File: src/rtl/trap_pkg.sv
// Shared types and constants for the machine-mode trap sequencer.
package trap_pkg;

    typedef enum logic [1:0] {
        StIdle,
        StDrain,
        StCommit,
        StRedirect
    } trap_state_e;

    typedef enum logic [1:0] {
        ExcEcall  = 2'b00,
        ExcEbreak = 2'b01,
        ExcMret   = 2'b10,
        ExcNone   = 2'b11
    } exc_type_e;

    localparam logic [3:0]  CodeMsi     = 4'd3;
    localparam logic [3:0]  CodeMti     = 4'd7;
    localparam logic [3:0]  CodeMei     = 4'd11;
    localparam logic [31:0] CauseEcall  = 32'h0000_000B;
    localparam logic [31:0] CauseEbreak = 32'h0000_0003;
    localparam logic [31:0] IrqMask     = 32'h0000_0888;
    localparam logic [31:0] IrqBit      = 32'h8000_0000;

    function automatic logic [31:0] irq_cause(input logic [3:0] code);
        return IrqBit | {28'd0, code};
    endfunction

endpackage

File: src/rtl/trap_controller_if.sv
// Signals between the trap sequencer, the pipeline, fetch and the CSR file.
interface trap_controller_if;

    logic        mstatus_mie;
    logic [31:0] mie;
    logic [31:0] mip;
    logic [31:0] mtvec;
    logic [31:0] mepc;
    logic        exc_valid;
    logic [1:0]  exc_type;
    logic [31:0] exc_pc;
    logic [31:0] next_pc;
    logic        drain_done;

    logic        hold_issue;
    logic        flush;
    logic        interrupt_taken;
    logic        ecall_exception;
    logic        ebreak_exception;
    logic        mret_instruction;
    logic [31:0] trap_cause;
    logic [31:0] trap_pc;
    logic        redirect_valid;
    logic [31:0] redirect_pc;

    modport master (
        output mstatus_mie, mie, mip, mtvec, mepc,
        output exc_valid, exc_type, exc_pc, next_pc, drain_done,
        input  hold_issue, flush,
        input  interrupt_taken, ecall_exception, ebreak_exception, mret_instruction,
        input  trap_cause, trap_pc, redirect_valid, redirect_pc
    );

    modport slave (
        input  mstatus_mie, mie, mip, mtvec, mepc,
        input  exc_valid, exc_type, exc_pc, next_pc, drain_done,
        output hold_issue, flush,
        output interrupt_taken, ecall_exception, ebreak_exception, mret_instruction,
        output trap_cause, trap_pc, redirect_valid, redirect_pc
    );

endinterface

File: src/rtl/trap_prio_encoder.sv
// Fixed-priority pick among enabled machine interrupts: MEI > MSI > MTI.
module trap_prio_encoder
    import trap_pkg::*;
(
    input  logic [31:0] mie_i,
    input  logic [31:0] mip_i,
    output logic        valid_o,
    output logic [3:0]  code_o
);

    logic [31:0] pend;

    always_comb begin
        pend    = mie_i & mip_i & IrqMask;
        valid_o = |pend;
        if (pend[11]) begin
            code_o = CodeMei;
        end else if (pend[3]) begin
            code_o = CodeMsi;
        end else if (pend[7]) begin
            code_o = CodeMti;
        end else begin
            code_o = 4'd0;
        end
    end

endmodule

File: src/rtl/trap_controller.sv
// Sequences interrupts and ecall/ebreak/mret into CSR strobes and one fetch redirect.
module trap_controller
    import trap_pkg::*;
#(
    parameter logic [31:0] RESET_VECTOR = 32'h0000_0000
) (
    input logic               clk,
    input logic               rst_n,
    trap_controller_if.slave  bus
);

    trap_state_e state_q, state_d;
    exc_type_e   type_q, type_d;
    logic        irq_q, irq_d;
    logic [3:0]  code_q, code_d;
    logic [31:0] pc_q, pc_d;

    logic        hold_q, hold_d;
    logic        flush_q, flush_d;
    logic        int_q, int_d;
    logic        ecall_q, ecall_d;
    logic        ebreak_q, ebreak_d;
    logic        mret_q, mret_d;
    logic [31:0] cause_q, cause_d;
    logic [31:0] tpc_q, tpc_d;
    logic        redir_q, redir_d;
    logic [31:0] redir_pc_q, redir_pc_d;

    logic        enc_valid;
    logic [3:0]  enc_code;
    logic        irq_eligible;
    logic        exc_accept;
    logic [31:0] vec_base;
    logic [31:0] target;

    trap_prio_encoder u_prio (
        .mie_i   (bus.mie),
        .mip_i   (bus.mip),
        .valid_o (enc_valid),
        .code_o  (enc_code)
    );

    assign irq_eligible = bus.mstatus_mie & enc_valid;
    assign exc_accept   = bus.exc_valid & (bus.exc_type != ExcNone);

    // Redirect target, evaluated while in COMMIT from the already-latched trap.
    always_comb begin
        vec_base = {bus.mtvec[31:2], 2'b00};
        if (!irq_q && (type_q == ExcMret)) begin
            target = bus.mepc;
        end else if (vec_base == 32'd0) begin
            target = RESET_VECTOR;
        end else if (irq_q && (bus.mtvec[1:0] == 2'b01)) begin
            target = vec_base + {26'd0, code_q, 2'b00};
        end else begin
            target = vec_base;
        end
    end

    always_comb begin
        state_d = state_q;
        type_d  = type_q;
        irq_d   = irq_q;
        code_d  = code_q;
        pc_d    = pc_q;

        unique case (state_q)
            StIdle: begin
                if (exc_accept) begin
                    type_d  = exc_type_e'(bus.exc_type);
                    irq_d   = 1'b0;
                    pc_d    = bus.exc_pc;
                    state_d = StCommit;
                end else if (irq_eligible) begin
                    code_d  = enc_code;
                    irq_d   = 1'b1;
                    state_d = StDrain;
                end
            end
            StDrain: begin
                if (exc_accept) begin
                    type_d  = exc_type_e'(bus.exc_type);
                    irq_d   = 1'b0;
                    pc_d    = bus.exc_pc;
                    state_d = StCommit;
                end else if (bus.drain_done) begin
                    if (irq_eligible) begin
                        code_d  = enc_code;
                        pc_d    = bus.next_pc;
                        state_d = StCommit;
                    end else begin
                        irq_d   = 1'b0;
                        state_d = StIdle;
                    end
                end
            end
            StCommit:   state_d = StRedirect;
            StRedirect: state_d = StIdle;
            default:    state_d = StIdle;
        endcase

        // Outputs are decoded from the next state so they line up with it.
        hold_d   = (state_d != StIdle);
        flush_d  = (state_d == StCommit);
        int_d    = flush_d & irq_d;
        ecall_d  = flush_d & !irq_d & (type_d == ExcEcall);
        ebreak_d = flush_d & !irq_d & (type_d == ExcEbreak);
        mret_d   = flush_d & !irq_d & (type_d == ExcMret);
        tpc_d    = flush_d ? pc_d : 32'd0;

        cause_d = 32'd0;
        if (int_d) begin
            cause_d = irq_cause(code_d);
        end else if (ecall_d) begin
            cause_d = CauseEcall;
        end else if (ebreak_d) begin
            cause_d = CauseEbreak;
        end

        redir_d    = (state_d == StRedirect);
        redir_pc_d = redir_d ? target : 32'd0;
    end

    always_ff @(posedge clk or negedge rst_n) begin
        if (!rst_n) begin
            state_q    <= StIdle;
            type_q     <= ExcEcall;
            irq_q      <= 1'b0;
            code_q     <= 4'd0;
            pc_q       <= 32'd0;
            hold_q     <= 1'b0;
            flush_q    <= 1'b0;
            int_q      <= 1'b0;
            ecall_q    <= 1'b0;
            ebreak_q   <= 1'b0;
            mret_q     <= 1'b0;
            cause_q    <= 32'd0;
            tpc_q      <= 32'd0;
            redir_q    <= 1'b0;
            redir_pc_q <= 32'd0;
        end else begin
            state_q    <= state_d;
            type_q     <= type_d;
            irq_q      <= irq_d;
            code_q     <= code_d;
            pc_q       <= pc_d;
            hold_q     <= hold_d;
            flush_q    <= flush_d;
            int_q      <= int_d;
            ecall_q    <= ecall_d;
            ebreak_q   <= ebreak_d;
            mret_q     <= mret_d;
            cause_q    <= cause_d;
            tpc_q      <= tpc_d;
            redir_q    <= redir_d;
            redir_pc_q <= redir_pc_d;
        end
    end

    assign bus.hold_issue       = hold_q;
    assign bus.flush            = flush_q;
    assign bus.interrupt_taken  = int_q;
    assign bus.ecall_exception  = ecall_q;
    assign bus.ebreak_exception = ebreak_q;
    assign bus.mret_instruction = mret_q;
    assign bus.trap_cause       = cause_q;
    assign bus.trap_pc          = tpc_q;
    assign bus.redirect_valid   = redir_q;
    assign bus.redirect_pc      = redir_pc_q;

endmodule

File: src/flat_wrapper.sv
// flat-port wrapper written by rule: the top's interface ports become plain ports
module trap_controller_flat import trap_pkg::*;
#(
    parameter logic [31:0] RESET_VECTOR = 32'h0000_0000
)
  (clk, rst_n, bus_mstatus_mie, bus_mie, bus_mip, bus_mtvec, bus_mepc, bus_exc_valid, bus_exc_type, bus_exc_pc, bus_next_pc, bus_drain_done, bus_hold_issue, bus_flush, bus_interrupt_taken, bus_ecall_exception, bus_ebreak_exception, bus_mret_instruction, bus_trap_cause, bus_trap_pc, bus_redirect_valid, bus_redirect_pc);
  trap_controller_if bus_i ();
  input logic clk;
  input logic rst_n;
  input wire logic [$bits(bus_i.mstatus_mie)-1:0] bus_mstatus_mie;
  input wire logic [$bits(bus_i.mie)-1:0] bus_mie;
  input wire logic [$bits(bus_i.mip)-1:0] bus_mip;
  input wire logic [$bits(bus_i.mtvec)-1:0] bus_mtvec;
  input wire logic [$bits(bus_i.mepc)-1:0] bus_mepc;
  input wire logic [$bits(bus_i.exc_valid)-1:0] bus_exc_valid;
  input wire logic [$bits(bus_i.exc_type)-1:0] bus_exc_type;
  input wire logic [$bits(bus_i.exc_pc)-1:0] bus_exc_pc;
  input wire logic [$bits(bus_i.next_pc)-1:0] bus_next_pc;
  input wire logic [$bits(bus_i.drain_done)-1:0] bus_drain_done;
  output wire logic [$bits(bus_i.hold_issue)-1:0] bus_hold_issue;
  output wire logic [$bits(bus_i.flush)-1:0] bus_flush;
  output wire logic [$bits(bus_i.interrupt_taken)-1:0] bus_interrupt_taken;
  output wire logic [$bits(bus_i.ecall_exception)-1:0] bus_ecall_exception;
  output wire logic [$bits(bus_i.ebreak_exception)-1:0] bus_ebreak_exception;
  output wire logic [$bits(bus_i.mret_instruction)-1:0] bus_mret_instruction;
  output wire logic [$bits(bus_i.trap_cause)-1:0] bus_trap_cause;
  output wire logic [$bits(bus_i.trap_pc)-1:0] bus_trap_pc;
  output wire logic [$bits(bus_i.redirect_valid)-1:0] bus_redirect_valid;
  output wire logic [$bits(bus_i.redirect_pc)-1:0] bus_redirect_pc;
  assign bus_i.mstatus_mie = bus_mstatus_mie;
  assign bus_i.mie = bus_mie;
  assign bus_i.mip = bus_mip;
  assign bus_i.mtvec = bus_mtvec;
  assign bus_i.mepc = bus_mepc;
  assign bus_i.exc_valid = bus_exc_valid;
  assign bus_i.exc_type = bus_exc_type;
  assign bus_i.exc_pc = bus_exc_pc;
  assign bus_i.next_pc = bus_next_pc;
  assign bus_i.drain_done = bus_drain_done;
  assign bus_hold_issue = bus_i.hold_issue;
  assign bus_flush = bus_i.flush;
  assign bus_interrupt_taken = bus_i.interrupt_taken;
  assign bus_ecall_exception = bus_i.ecall_exception;
  assign bus_ebreak_exception = bus_i.ebreak_exception;
  assign bus_mret_instruction = bus_i.mret_instruction;
  assign bus_trap_cause = bus_i.trap_cause;
  assign bus_trap_pc = bus_i.trap_pc;
  assign bus_redirect_valid = bus_i.redirect_valid;
  assign bus_redirect_pc = bus_i.redirect_pc;
  trap_controller #(.RESET_VECTOR(RESET_VECTOR)) u_core (.clk(clk), .rst_n(rst_n), .bus(bus_i));
endmodule
File: config.mk
export PLATFORM = sky130hd
export DESIGN_NAME = trap_controller_flat
export DESIGN_NICKNAME = d
export VERILOG_FILES = /design/src/rtl/trap_pkg.sv /design/src/rtl/trap_controller_if.sv /design/src/rtl/trap_prio_encoder.sv /design/src/rtl/trap_controller.sv /design/src/flat_wrapper.sv
export SDC_FILE = /design/constraint.sdc
export NUM_CORES = 1
export LEC_CHECK = 0
export BUFFER_PORTS_ARGS = -buffer_cell sky130_fd_sc_hd__buf_2
export CAP_MARGIN = 20
export CORE_AREA = 2 2 118 120
export CTS_BUF_LIST = sky130_fd_sc_hd__clkbuf_4 sky130_fd_sc_hd__clkbuf_8 sky130_fd_sc_hd__clkbuf_16
export CTS_CLUSTER_DIAMETER = 30
export CTS_CLUSTER_SIZE = 28
export DETAILED_ROUTE_END_ITERATION = 8
export DIE_AREA = 0 0 120 122
export HOLD_SLACK_MARGIN = 0.06
export SYNTH_ARGS = -nofsm -noshare
export SYNTH_HDL_FRONTEND = slang
export SYNTH_SLANG_ARGS = --single-unit
File: constraint.sdc
create_clock -name clk -period 2.42 [get_ports clk]
set_input_delay 0.484 -clock clk [delete_from_list [all_inputs] [get_ports clk]]
set_output_delay 0.484 -clock clk [all_outputs]
set_load 0.01 [all_outputs]
==> flow_summary.ini <==
[run_status]
status = finished clean

[power_and_ir_drop]
p_leak_nw = 3.00
cellPowerDensity_nw_per_um2 = 875
max-vdd-ir-drop_uv = 335

[floorplan]
die_y_um = 122
num_rows = 43
initial_utilization_pct = 31.1
dieArea_um2 = 14600
die_w_um = 120
core_area_um2 = 13500
pin_count = 302

[synth]
async_flop_share_pct = 100
synth_top_area_share_pct = 50.0
avgSynthCellArea_um2 = 10.2
seq_area_frac_synth_pct = 50.0
synth_edf_count = 0
synth_warnings = 0
synth_ff_type = dfrtp_1
synth_seq_cells = 84
netlist_instances = 413
synth.largest_area_cell = dfrtp_1
yosys-top-cells-area = dfrtp_1, a22o_1, buf_4, nand2_1, o21ai_0
syn_area_um2 = 4210
synth_cell_type_count = 55

[route]
routed_wl_um = 13000
drc = 0
viasPerCell = 4.81
wl_per_cell_um = 15.8
vias = 3982
first_iter_violations = 262
dr.pass1.iters = 5
antenna_left = 0

[global_routing]
antenna_found_initial = 2
first_global_vias = 3802
grt_pass1_wl_um = 19800
grt_usage_pct = 17.4
grt_max_degree = 45
grt.overflow.total = 0

[sta]
setup_ws_ns = 0.255
post-route-period-util_pct = 89.5
slew_viol_final = 0
max-slew-margin-rel_pct = 56.6
tns_ns = 0
fin_crit_ns = 2.17
final.setup_skew_ns = 0.0147
fmax_ghz = 0.462
hold_violations = 0
grt_setup_unrepaired = no
setup_violations = 0
tightest_slew_ns = 0.642

[placed_design]
gp_congestion = 0.931
dp_hpwl_um = 10200
post-place-ws_ns = 0.0779
port_buffers = 216

[finish]
area_growth_pct = 37.8
final_layout_size_suffix_gt1_share_pct = 41.4
nets = 844

[setup_path]
critPathMaxStageDelay_ns = 0.41
cp.required_ns = 2.66
critPathMaxFanout = 4
slowest_stage = dfrtp_1
cp_cell_sequence = ha_1 > nand3_1 > a2111oi_4 > or3b_1 > a311oi_1
critical_path.startpoint_type = register
crit_path_end_kind = register
arrival_ns = 2.40
path_class = register to register

[clock_tree]
htreeDepth = 3
cts_made_buffers = 9
postCtsSetupBuffers = 0
cts_sinks = 84
cts_tree = done
clk_latency_ns = 0.34
hold_buffers = 0
clk_pin_slew_worst_paths_ns = 0.07
clockRootBuffer = clkbuf_16
cts_resized = 0
clock_path_buffers = 2

[job]
cap_violations = 0

[hold_path]
min_path_type = input port to async pin
## Yosys cell counts, types with 2 or more instances
master / instances
mux2_2: 3
nor3b_1: 2
and3_1: 6
a22o_1: 31
o21ba_2: 2
dfrtp_1: 84
nand3b_1: 3
o22ai_1: 2
nor2_1: 25
mux2i_1: 2
a221oi_1: 2
a311oi_1: 4
o31ai_1: 2
nand2_1: 41
nor3_1: 8
nor2b_1: 2
a22oi_1: 7
xor2_1: 15
and2_1: 7
nand3_1: 10
nand4_1: 13
clkbuf_1: 16
nand2b_1: 5
xnor2_1: 4
and4_1: 4
or2_2: 2
nor4_1: 9
a21oi_1: 10
inv_1: 8
ha_1: 4
a211oi_1: 3
buf_4: 28
o21ai_0: 27
## cells in the final DEF, fill, tap and decap left out, types with 5 or more instances in the layout
cell type	instances
buf_2	215
dfrtp_1	84
nand2_1	41
a22o_1	31
o21ai_0	27
conb_1	27
nor2_1	24
buf_4	19
xor2_1	15
nand4_1	13
nand3_1	10
a21oi_1	10
nor4_1	9
clkbuf_16	9
inv_1	8
a22oi_1	7
and2_1	7
nor3_1	7
and3_1	6
nand2b_1	5
## worst paths after layout
check                                 startpoint                    endpoint  slack (ns)  cells after the start
worst min-delay path                       rst_n  u_core.bus.redirect_pc[13]        0.12                      1
min in group clk                    bus_mepc[18]  u_core.bus.redirect_pc[18]        0.34                      3
worst max register to register  u_core.code_q[2]  u_core.bus.redirect_pc[28]        0.25                      5
max in group asynchronous                  rst_n      u_core.bus.trap_pc[25]        1.68                      2
worst min register to register  u_core.code_q[0]            u_core.code_q[0]        0.48                      1
worst max-delay path            u_core.code_q[2]  u_core.bus.redirect_pc[28]        0.25                      5
## state kept, by name (all words and copies together) (netlist names)
register,cells
u_core.bus.ecall_exception,1
u_core.code_q,4
u_core.bus.redirect_valid,1
u_core.irq_q,1
u_core.bus.ebreak_exception,1
u_core.type_q,2
u_core.bus.flush,1
u_core.bus.mret_instruction,1
u_core.bus.trap_cause,5
u_core.bus.redirect_pc,32
u_core.bus.trap_pc,32
u_core.state_q,2
u_core.bus.hold_issue,1
## per-layer routing
| metal | vias up | wire length, um | global-route usage [%] |
|---|---|---|---|
| li1 | 1917 | - | - |
| met1 | 1840 | 5200 | 20.9 |
| met2 | 206 | 6380 | 30.0 |
| met3 | 19 | 1180 | 3.75 |
| met4 | 0 | 273 | 7.43 |
| met5 | - | 0 | 0 |
## area by class of cell
class / count / area (um^2)
fillers: 1330 / 7710
flip-flops and latches: 84 / 2100
multi-input cells: 302 / 1910
repair buffers: 235 / 1240
clock buffers: 9 / 225
well taps: 180 / 225
clock inverters: 7 / 57.6
inverters: 8 / 30.0
diodes: 3 / 7.51
## cells by family (layout without fill, tap and decap cells)
group,after synthesis,in the layout,share of synthesized area (%)
flip-flops,84,84,50.0
buffers and inverters,53,259,7.23
adder cells (fa/ha/maj),5,5,1.67
multiplexers,5,5,1.28
other,1,30,0.0891
XOR/XNOR,19,19,3.96
AND/OR/NAND/NOR,145,145,18.1
AO/OA/AOI/OAI,101,101,17.7
## worst max-delay path: cells and delay by family (launching register included)
family	cells	cell delay, ns
AND/OR/NAND/NOR	2	0.63
adder cells (fa/ha/maj)	1	0.36
AO/OA/AOI/OAI	2	0.66
flip-flops	1	0.41
## power breakdown
part	total [W]	switching (W)	leakage, nW	internal, W
Clock	0.00132	0.000613	0.135	0.000712
Combinational	0.00181	0.00108	1.75	0.000729
Sequential	0.00194	0.000171	1.11	0.00177
## through the flow
step | std cells | utilization [%] | instance area [um^2] | total power (W) | hold WS, ns
final | 828 | 42.9 | 5800 | 0.00507 | 0.125
after detailed placement | 809 | 40.8 | 5510 | 0.00378 | 0.475
after global routing | 826 | 42.9 | 5790 | 0.00538 | 0.168
after global placement | 809 | 40.8 | 5510 | 0.00374 | 0.468
after CTS | 825 | 42.9 | 5790 | 0.00512 | 0.141
after floorplan | 439 | - | 4300 | 0.00296 | 0.188
(Power assumes the default switching activity.)
